## src/rtl/core_insn_loader_pkg.sv

```systemverilog
// Shared constants and state encoding for the per-core instruction loader.
// Optional build macro CORE_INSN_LOADER_DBL_BUF_EN selects two frame banks.
package core_insn_loader_pkg;

  // Load bus geometry
  localparam int INSN_LOAD_TIME = 4;
  localparam int PART_W         = 64;
  localparam int INSN_W         = 16;
  localparam int REG_W          = 8;
  localparam int CNT_W          = 2;

  // Derived frame geometry
  localparam int FRAME_INSNS    = INSN_LOAD_TIME * PART_W / INSN_W;
  localparam int PC_W           = $clog2(FRAME_INSNS);
  localparam int FRAME_W        = FRAME_INSNS * INSN_W;

`ifdef CORE_INSN_LOADER_DBL_BUF_EN
  localparam int NUM_BANKS      = 2;
`else
  localparam int NUM_BANKS      = 1;
`endif

  // Index of the part that completes a frame
  localparam logic [CNT_W-1:0] LAST_PART = CNT_W'(INSN_LOAD_TIME - 1);

  // Loader states; PEND is only reachable with two banks
  typedef enum logic [2:0] {
    ST_IDLE = 3'd0,
    ST_LOAD = 3'd1,
    ST_GO   = 3'd2,
    ST_EXEC = 3'd3,
    ST_PEND = 3'd4
  } state_t;

  // One-hot mask for a part index
  function automatic logic [INSN_LOAD_TIME-1:0] part_bit(input logic [CNT_W-1:0] idx);
    logic [INSN_LOAD_TIME-1:0] m;
    m      = '0;
    m[idx] = 1'b1;
    return m;
  endfunction

endpackage

```

## src/rtl/core_frame_buf.sv

```systemverilog
// Frame buffer: part-granular write port, instruction-granular combinational
// read port, one or two banks. Instruction i of a bank lives at bits
// [i*INSN_W +: INSN_W], so a part's low INSN_W bits land on its lowest index.
// Contents are deliberately not reset.
module core_frame_buf
  import core_insn_loader_pkg::*;
(
  input  logic              clk,
  input  logic              wr_en,
  input  logic              wr_bank,
  input  logic [CNT_W-1:0]  wr_part,
  input  logic [PART_W-1:0] wr_data,
  input  logic              rd_bank,
  input  logic [PC_W-1:0]   rd_pc,
  output logic [INSN_W-1:0] rd_insn
);

  logic [NUM_BANKS*FRAME_W-1:0] frame_q;
  logic [NUM_BANKS*FRAME_W-1:0] frame_d;
  int                           wr_off;
  int                           rd_off;

  // Bit offsets of the write part and the read instruction
  always_comb begin
    wr_off = ((NUM_BANKS > 1) ? int'(wr_bank) : 0) * FRAME_W + int'(wr_part) * PART_W;
    rd_off = ((NUM_BANKS > 1) ? int'(rd_bank) : 0) * FRAME_W + int'(rd_pc) * INSN_W;
  end

  // Next buffer contents: merge the incoming part into its slot
  always_comb begin
    frame_d = frame_q;
    if (wr_en) begin
      frame_d[wr_off +: PART_W] = wr_data;
    end
  end

  // Storage register, no reset
  always_ff @(posedge clk) begin
    frame_q <= frame_d;
  end

  // Combinational fetch
  always_comb begin
    rd_insn = frame_q[rd_off +: INSN_W];
  end

endmodule

```

## src/rtl/core_insn_loader.sv

```systemverilog
// Per-core instruction loader: captures one frame from the scheduler's
// multi-cycle load bus, latches the initial R0, releases the core with a
// one-cycle core_go and drives Ready back to the scheduler.
// Optional build macro CORE_INSN_LOADER_DBL_BUF_EN: two banks, the next frame
// may load while the current one executes and then waits in PEND.
//
// Handshake: the scheduler may present a part (Start=1) only while Ready=1;
// each such cycle transfers exactly one part. Start while Ready=0 is a
// protocol violation, ignored and recorded in the sticky proto_err.
module core_insn_loader
  import core_insn_loader_pkg::*;
(
  input  logic              clk,
  input  logic              reset,
  input  logic              Start,
  input  logic [CNT_W-1:0]  Insn_Load_Counter,
  input  logic [PART_W-1:0] Insn_Data,
  input  logic              Init_R0_Vect,
  input  logic [REG_W-1:0]  Init_R0,
  output logic              Ready,
  input  logic [PC_W-1:0]   core_pc,
  output logic [INSN_W-1:0] core_insn,
  output logic              core_go,
  input  logic              core_done,
  output logic              r0_load,
  output logic [REG_W-1:0]  r0_value,
  output logic              proto_err,
  output logic [2:0]        dbg_state
);

  state_t                    state_q, state_d;
  logic [CNT_W-1:0]          exp_q, exp_d;
  logic [INSN_LOAD_TIME-1:0] part_vld_q, part_vld_d;
  logic                      r0_en_q, r0_en_d;
  logic [REG_W-1:0]          r0_q, r0_d;
  logic                      err_q, err_d;

  logic                      in_load;
  logic                      load_ok;
  logic                      take;
  logic                      restart;
  logic                      buf_wr;
  logic                      act_bank;
  logic                      wr_bank;
  logic                      frame_valid;
  logic [INSN_W-1:0]         buf_insn;

  // A load is in progress once part 0 has been accepted
  assign in_load = |part_vld_q;

`ifdef CORE_INSN_LOADER_DBL_BUF_EN
  logic bank_q, bank_d;

  // Banks swap whenever a completed frame is released to the core
  always_comb begin
    bank_d = bank_q;
    if (state_d == ST_GO && state_q != ST_GO) begin
      bank_d = ~bank_q;
    end
  end

  // Active bank register
  always_ff @(posedge clk or negedge reset) begin
    if (!reset) begin
      bank_q <= 1'b0;
    end else begin
      bank_q <= bank_d;
    end
  end

  assign act_bank = bank_q;
  assign wr_bank  = ~bank_q;
`else
  assign act_bank = 1'b0;
  assign wr_bank  = 1'b0;
`endif

  // Next-state logic: execution control plus part acceptance
  always_comb begin
    state_d    = state_q;
    exp_d      = exp_q;
    part_vld_d = part_vld_q;
    r0_en_d    = r0_en_q;
    r0_d       = r0_q;
    err_d      = err_q;
    load_ok    = 1'b0;
    take       = 1'b0;
    restart    = 1'b0;
    buf_wr     = 1'b0;

    // Which states hand Start to the part acceptor
    unique case (state_q)
      ST_IDLE, ST_LOAD: begin
        load_ok = Start;
      end
      ST_GO: begin
        state_d = ST_EXEC;
        if (Start) err_d = 1'b1;
      end
      ST_EXEC: begin
        if (core_done) begin
          // core_done wins over a simultaneous Start
          state_d = in_load ? ST_LOAD : ST_IDLE;
          if (Start) err_d = 1'b1;
        end else if (Start) begin
`ifdef CORE_INSN_LOADER_DBL_BUF_EN
          load_ok = 1'b1;
`else
          err_d   = 1'b1;
`endif
        end
      end
      ST_PEND: begin
        if (core_done) state_d = ST_GO;
        if (Start) err_d = 1'b1;
      end
      default: begin
        state_d = ST_IDLE;
      end
    endcase

    // Part acceptance: in-order parts, restart on part 0, abandon otherwise
    if (load_ok) begin
      if (in_load && Insn_Load_Counter == exp_q) begin
        take = 1'b1;
      end else if (Insn_Load_Counter == '0) begin
        take    = 1'b1;
        restart = 1'b1;
        if (in_load) err_d = 1'b1;
      end else begin
        err_d = 1'b1;
        if (in_load) begin
          part_vld_d = '0;
          exp_d      = '0;
          if (state_q == ST_LOAD) state_d = ST_IDLE;
        end
      end

      if (take) begin
        buf_wr = 1'b1;
        if (Insn_Load_Counter == LAST_PART) begin
          part_vld_d = '0;
          exp_d      = '0;
          r0_en_d    = Init_R0_Vect;
          r0_d       = Init_R0;
          state_d    = (state_q == ST_EXEC) ? ST_PEND : ST_GO;
        end else begin
          part_vld_d = (restart ? '0 : part_vld_q) | part_bit(Insn_Load_Counter);
          exp_d      = Insn_Load_Counter + 1'b1;
          if (state_q == ST_IDLE) state_d = ST_LOAD;
        end
      end
    end
  end

  // State and protocol registers
  always_ff @(posedge clk or negedge reset) begin
    if (!reset) begin
      state_q    <= ST_IDLE;
      exp_q      <= '0;
      part_vld_q <= '0;
      r0_en_q    <= 1'b0;
      r0_q       <= '0;
      err_q      <= 1'b0;
    end else begin
      state_q    <= state_d;
      exp_q      <= exp_d;
      part_vld_q <= part_vld_d;
      r0_en_q    <= r0_en_d;
      r0_q       <= r0_d;
      err_q      <= err_d;
    end
  end

  // Ready: accept parts while idle/loading (and executing with two banks)
  always_comb begin
    Ready = 1'b0;
    unique case (state_q)
      ST_IDLE, ST_LOAD: Ready = 1'b1;
`ifdef CORE_INSN_LOADER_DBL_BUF_EN
      ST_EXEC:          Ready = 1'b1;
`else
      ST_EXEC:          Ready = 1'b0;
`endif
      ST_GO, ST_PEND:   Ready = 1'b0;
      default:          Ready = 1'b0;
    endcase
  end

  // Core-facing outputs; fetches read zero unless a complete frame is live
  always_comb begin
    frame_valid = (state_q == ST_GO) || (state_q == ST_EXEC) || (state_q == ST_PEND);
    core_insn   = frame_valid ? buf_insn : '0;
    core_go     = (state_q == ST_GO);
    r0_load     = (state_q == ST_GO) && r0_en_q;
    r0_value    = r0_q;
    proto_err   = err_q;
    dbg_state   = state_q;
  end

  core_frame_buf u_frame_buf (
    .clk     (clk),
    .wr_en   (buf_wr),
    .wr_bank (wr_bank),
    .wr_part (Insn_Load_Counter),
    .wr_data (Insn_Data),
    .rd_bank (act_bank),
    .rd_pc   (core_pc),
    .rd_insn (buf_insn)
  );

endmodule
```

## config.mk

```make
export PLATFORM = sky130hd
export DESIGN_NAME = core_insn_loader
export DESIGN_NICKNAME = d
export VERILOG_FILES = /design/src/rtl/core_insn_loader_pkg.sv /design/src/rtl/core_frame_buf.sv /design/src/rtl/core_insn_loader.sv
export SDC_FILE = /design/constraint.sdc
export NUM_CORES = 1
export LEC_CHECK = 0
export CORE_ASPECT_RATIO = 0.7
export CORE_UTILIZATION = 52
export DETAILED_ROUTE_END_ITERATION = 8
export PLACE_DENSITY = 0.8
export SYNTH_ARGS = -nofsm -noshare
export SYNTH_HDL_FRONTEND = slang
export SYNTH_SLANG_ARGS = --single-unit
```

## constraint.sdc

```tcl
create_clock -name clk -period 2.9 [get_ports clk]
set_input_delay 0.435 -clock clk [delete_from_list [all_inputs] [get_ports clk]]
set_output_delay 0.435 -clock clk [all_outputs]
set_load 0.05 [all_outputs]
```

==> metrics.cfg, run 1 <==
[timing]
post-route-min-period_ns = 2.94
fin_skew_ns = 0.00799
maxSlewHeadroom = 0.345
worst_pin_slew_ns = 0.983
finalWorstSetupSlack_ns = -0.0423
fmax_ghz = 0.340
fin_crit_sh = 1.01
drv_slew = 0
finalSetupViolations = 2
final-hold-violation-count = 0
rsz0062_at_grt = yes
setup-tns-final_ns = -0.0577

[outcome]
status = finished with violations
violations = negative setup slack

[critical_path]
path_max_fanout = 16
crit_arrival_ns = 2.51
critPathCaptureType = output pin
crit_type = register to output pin
crit_required_ns = 2.47
critPathLaunchType = register

[power]
p_sw_frac = 0.262
power.total_mw = 9.97
vdd_drop_max_mv = 0.474
p_comb_frac = 0.186
p_int_mw = 7.36
p_sw_mw = 2.61
cellLeakagePower_nw = 5.30
p_per_area_nw_per_um2 = 663
clkPwrFrac = 0.343
seqPwrFrac = 0.471

[floorplanning]
core_area_um2 = 23000
start_util = 0.538
die_y_um = 131
fp.dieW_um = 186
die_area_um2 = 24500
ios = 114
rows = 46

[global_routing]
grt_max_degree = 65
overflow = 0
grt_usage = 0.203
grt_pass1_wl_mm = 38.5
antenna_found_initial = 0
grt_pass1_vias = 6871

[cts]
cts_tree = yes
root_buffer = clkbuf_16
clkLatencyLatePin_ns = 0.52
clkSlewWorstSetupHoldPaths_ns = 0.06
htree_levels = 1
numCtsBuffers = 26
cts_sinks = 275
clock_path_buffers = 3
cts_hold_buf = 0

[route]
vias = 6733
wl_per_cell_um = 20.0
dr_wl_met2_mm = 11.6
wl_met1_mm = 11.2
drt-pass1-iter-count = 5
viasPerCell = 5.56
drtIter0Drc = 426
wl_mm = 24.3
wl_met3_um = 997
top_layer_used = met4
remaining_drc_errors = 0
drtAntennaViolNets = 0

[logic_synthesis]
yosysSeqAreaShare = 0.659
yosys_warnings = 0
syn_inst = 763
synthArstFlopShare = 0.0691
yosys.area.top_type = edfxtp_1
synthFlopType = edfxtp_1
synth_top_area_frac = 0.620
synth.top_cells.by_area = edfxtp_1, and2_1, mux4_2
yosysUniqueCellTypes = 39
synth_seq_cells = 275
synth_area_per_cell_um2 = 16.2
synth_common_cells = and2_1, edfxtp_1, mux4_2
netlist_area_um2 = 12400
synth_edf_count = 256
yosysMostFrequentCell = and2_1
syn-num-nets = 852

[final_layout]
drive_gt1_frac = 0.185
area_growth_pct = 21.5
stdcell_area_um2 = 15000
nets = 967
fillers = 1619
instances_no_fill = 1211

[place]
hpwl_mm = 14.7
dpl_cell_area_um2 = 14200
place_congestion = 0.866
dp_cells = 1162
port_buffers = 113

[job]
drv_cap = 0

[min_path]
hp-class = input pin to async pin

[logic make-up (layout without fill, tap and decap cells)]
| family | count (synthesis) | in the layout | share of synthesized area |
|---|---|---|---|
| DFF | 275 | 275 | 0.659 |
| AOI/OAI and AO/OA | 32 | 32 | 0.0179 |
| other | 0 | 1 | 0 |
| adders and majority gates | 6 | 6 | 0.00606 |
| muxes | 106 | 106 | 0.151 |
| and+or+nand+nor | 290 | 290 | 0.147 |
| xor gates and xnor gates | 2 | 2 | 0.00141 |
| buffers and inverters | 52 | 187 | 0.0179 |
[metrics by stage]
step,worst slack [ns],hold WS [ns],utilization
final,-0.0423,0.416,0.654
after global routing,-0.0745,0.486,0.654
after detailed placement,0.0937,0.473,0.616
after global placement,0.180,0.473,0.616
after floorplan,0.0881,0.139,-
after CTS,-0.0154,0.424,0.654
[sequential cells by signal, summed over array words and instances (netlist names)]
signal and count:
r0_value 8, u_frame_buf.frame_q 256, part_vld_q 4, proto_err 1, exp_q 2, dbg_state 3
r0_en_q 1
[path summary, 6_finish.rpt]
kind                              startpoint                 endpoint  slack, ns  cells past startpoint
worst max-delay path            dbg_state[0]             core_insn[5]      -0.04                      6
worst min-delay path                   reset                 exp_q[1]       0.42                      1
worst max register to register      exp_q[1]  u_frame_buf.frame_q[16]       0.78                      4
worst min register to register     proto_err                proto_err       0.48                      2
max in group asynchronous              reset             dbg_state[1]       1.94                      1
min in group clk                   proto_err                proto_err       0.48                      2
[power groups by stage]
stage          clock network [mW]  logic, mW  registers, mW
6_report                     3.42       1.86           4.70
5_1_grt                      3.62       1.96           4.72
4_1_cts                      3.47       1.87           4.70
3_5_place_dp                    0       1.86           4.78
3_3_place_gp                    0       1.84           4.77
2_1_floorplan                   0      0.878           4.99
[worst max-delay path, stage by stage, from the launching register on]
cell and delay (ns):
dfrtp_1 0.45, or3b_1 0.43, nand2_1 0.14, nand2_1 0.07, buf_4 0.24, o22ai_1 0.44
buf_12 0.20
[layer usage]
| metal | vias up | track usage |
|---|---|---|
| met4 | 0 | 0.0487 |
| li1 | 3089 | - |
| met2 | 169 | 0.326 |
| met5 | - | 0 |
| met1 | 3439 | 0.297 |
| met3 | 36 | 0.0238 |
[cell usage in the layout (no fill, tap or decap), drive strengths merged, types with 3 or more instances in the layout]
cell type	n
inv	5
ha	6
and2	259
and3	6
a32o	3
dfrtp	19
bufinv	3
mux4	64
nand2	5
nor2	4
o21ai	6
mux2i	33
edfxtp	256
clkdlybuf4s50	94
mux2	9
buf	41
clkinv	8
nor3	4
clkbuf	34
o22ai	16
[timing repair]
action                     CTS  global route
setup buffers                0             0
setup endpoints to repair    4             5
gates cloned                 0             0
resized for setup            1             0
[area by class of cell]
class / count / area (um^2) / share of cell area
repair buffers: 135 / 1590 / 0.106
multi-input cells: 436 / 4030 / 0.268
clock inverters: 14 / 151 / 0.0101
clock buffers: 34 / 702 / 0.0466
diodes: 1 / 2.50 / 0.000166
well taps: 312 / 390 / 0.0259
flip-flops and latches: 275 / 8160 / 0.542
inverters: 4 / 15.0 / 0.000998
No activity file was read; power rests on OpenSTA's default activity.
==> inputs of run 2 (changes only) <==
--- a/config.mk
+++ b/config.mk
@@ -5,10 +5,11 @@
 export SDC_FILE = /design/constraint.sdc
 export NUM_CORES = 1
 export LEC_CHECK = 0
+export ABC_AREA = 1
 export CORE_ASPECT_RATIO = 0.7
-export CORE_UTILIZATION = 52
+export CORE_UTILIZATION = 53
 export DETAILED_ROUTE_END_ITERATION = 8
-export PLACE_DENSITY = 0.8
+export PLACE_DENSITY = 0.77
 export SYNTH_ARGS = -nofsm -noshare
 export SYNTH_HDL_FRONTEND = slang
 export SYNTH_SLANG_ARGS = --single-unit
==> run 2 against run 1 <==
  * Die area grew 3.6%
  * Critical endpoint is now core_insn[9]
  * Non-clock buffer count is 25 higher
  * Cell count up 52%
  * Hold slack worse by 0.12 ns
  * Clock power increased by 13%
  * Synthesized cell count rose by 85%
  * Cell area is 5.6% higher
  * Synthesized area up 5.6%
  * The flow now finishes without violations
  * Critical path type unchanged
  * Count of clock-buffer cells in the layout decreased by 5
  * Largest power group unchanged
==> metrics.cfg, run 2 <==
[outcome]
status = completed

[route]
drtIter0Drc = 1672
wl_per_cell_um = 20.7
drt-pass1-iter-count = 6
drtAntennaViolNets = 0
remaining_drc_errors = 0
viasPerCell = 5.88
wl_mm = 38.2
vias = 10900

[logic_synthesis]
yosys.area_share.xor_xnor = 0
yosysSeqAreaShare = 0.624
synth_edf_count = 256
synth_top_family_by_area = simple AND/OR/NAND/NOR gates
synth_common_cells = nand2_1, edfxtp_1, nand3_1
synthArstFlopShare = 0.0691
synth_simple_gate_area_frac = 0.291
syn_inst = 1413
synth_area_per_cell_um2 = 9.26
yosys.area.top_type = edfxtp_1
synth.top_cells.by_area = edfxtp_1, nand2_1, nand3_1
synth_seq_cells = 275
synth_compound_area_frac = 0.0179
synthMuxAreaShare = 0
netlist_area_um2 = 13100
synth_top_area_frac = 0.588
syn-num-nets = 1502
yosys_warnings = 0
synthAdderAreaFrac = 0.00574
yosysMostFrequentCell = nand2_1
yosysUniqueCellTypes = 28
synthFlopType = edfxtp_1

[critical_path]
slowest_delay_ns = 0.46
critPathCaptureType = output pin
crit_arrival_ns = 2.31
path_cells = inv_1 > nand2_1 > nor2_1 > inv_1 > nand2_2 > clkinvlp_4 > buf_12 > a21oi_2 > buf_12
critPathLaunchType = register
slowest_stage = dfrtp_2
crit_required_ns = 2.47
path_max_fanout = 15
crit_type = register to output pin

[cts]
clock_path_buffers = 3
cts_sinks = 275
cts_tree = yes
clkLatencyLatePin_ns = 0.55
root_buffer = clkbuf_16
numCtsBuffers = 27
clkSlewWorstSetupHoldPaths_ns = 0.07
htree_levels = 1

[final_layout]
drive_gt1_frac = 0.0982
stdcell_area_um2 = 15900
final_cell_mix = nand2_1, edfxtp_1, nand3_1
largest_register_ff_count = 256
largest_register = u_frame_buf.frame_q
final_util = 0.664
nets = 1595
instances_no_fill = 1845
final_common_cell = nand2_1
antenna_cells = 0
area_growth_pct = 21.5

[floorplanning]
start_util = 0.547
core_area_um2 = 23900
ios = 114
die_y_um = 133
die_area_um2 = 25300
rows = 47
fp.dieW_um = 190

[power]
vdd_drop_max_mv = 0.452
cellLeakagePower_nw = 6.39
p_per_area_nw_per_um2 = 681

[global_routing]
grt_pass1_wl_mm = 58.6
overflow = 0
grt_usage = 0.307
grt_max_degree = 71
grt_pass1_vias = 10000
antenna_found_initial = 1

[timing]
drv_slew = 0
fin_skew_ns = 0.0120
fin_crit_sh = 0.946
post-route-min-period_ns = 2.74
maxSlewHeadroom = 0.424
finalSetupViolations = 0
final-hold-violation-count = 0
worst_pin_slew_ns = 0.861
rsz0062_at_grt = no
fmax_ghz = 0.365

[place]
hpwl_mm = 24.3
dpl_cell_area_um2 = 14900
place_congestion = 0.888
dp_cells = 1794
port_buffers = 113

[job]
drv_cap = 0

[min_path]
hp-class = input pin to register

run 2: worst paths after layout:
kind / start / to / slack [ns] / depth (start not counted)
min: Insn_Load_Counter[0] / part_vld_q[1] / 0.30 / 5
min reg2reg: r0_value[3] / r0_value[3] / 0.49 / 2
max in group asynchronous: reset / dbg_state[1] / 1.93 / 1
max: dbg_state[1] / core_insn[9] / 0.16 / 9
min in group asynchronous: reset / part_vld_q[0] / 0.39 / 1
max reg2reg: dbg_state[1] / u_frame_buf.frame_q[59] / 0.88 / 6
run 2: metal layers:
| layer | up-vias | wire [um] | track usage |
|---|---|---|---|
| met1 | 5109 | 15200 | 0.457 |
| met3 | 84 | 5820 | 0.0954 |
| li1 | 4895 | - | - |
| met2 | 762 | 16000 | 0.430 |
| met4 | 0 | 1150 | 0.0918 |
| met5 | - | 0 | 0 |
run 2: power breakdown:
group          internal (mW)  switching (mW)
sequential              4.59           0.103
clock                   2.35            1.53
combinational          0.749            1.50
total                   7.69            3.13
run 2: final cells by class:
class	instances	area [um^2]
clock buffers	29	693
clock inverters	21	287
fillers	1805	8040
inverters	97	369
multi-input cells	945	4190
flip-flops and latches	275	8170
well taps	318	398
repair buffers	160	1790
run 2: what timing repair did:
item	4_1_cts	5_1_grt
setup endpoints to repair	5	16
hold buffers	0	0
gates resized for setup	1	8
pin swaps	0	0
setup buffers	0	1
endpoints found under the hold margin	0	0
run 2: logic make-up after synthesis:
family | count (synthesis)
flops | 275
compound gates | 37
fa+ha+maj | 6
simple gates | 902
buf+inv | 193
run 2: worst max-delay path: cells and delay by family (launching register included):
family          cells  cell delay (ns)
buf+inv             5             0.69
flops               1             0.46
compound gates      1             0.29
simple gates        3             0.32
run 2: per-stage QoR:
step           hold slack (ns)  total power, mW  setup slack (ns)  setup TNS (ns)
2_1_floorplan            0.139             6.04            0.0971               0
3_3_place_gp             0.463             6.89             0.323               0
3_5_place_dp             0.471             6.93             0.240               0
4_1_cts                  0.285             10.8           -0.0480          -0.160
5_1_grt                  0.356             11.2            0.0941               0
6_report                 0.295             10.8             0.157               0
==> inputs of run 3 (changes only) <==
--- a/config.mk
+++ b/config.mk
@@ -8,6 +8,7 @@
 export ABC_AREA = 1
 export CORE_ASPECT_RATIO = 0.7
 export CORE_UTILIZATION = 53
+export CTS_CLUSTER_DIAMETER = 200
 export DETAILED_ROUTE_END_ITERATION = 8
 export PLACE_DENSITY = 0.77
 export SYNTH_ARGS = -nofsm -noshare
==> results of run 3 <==
No change in the layout: final DEF, timing and power equal those of run 2.
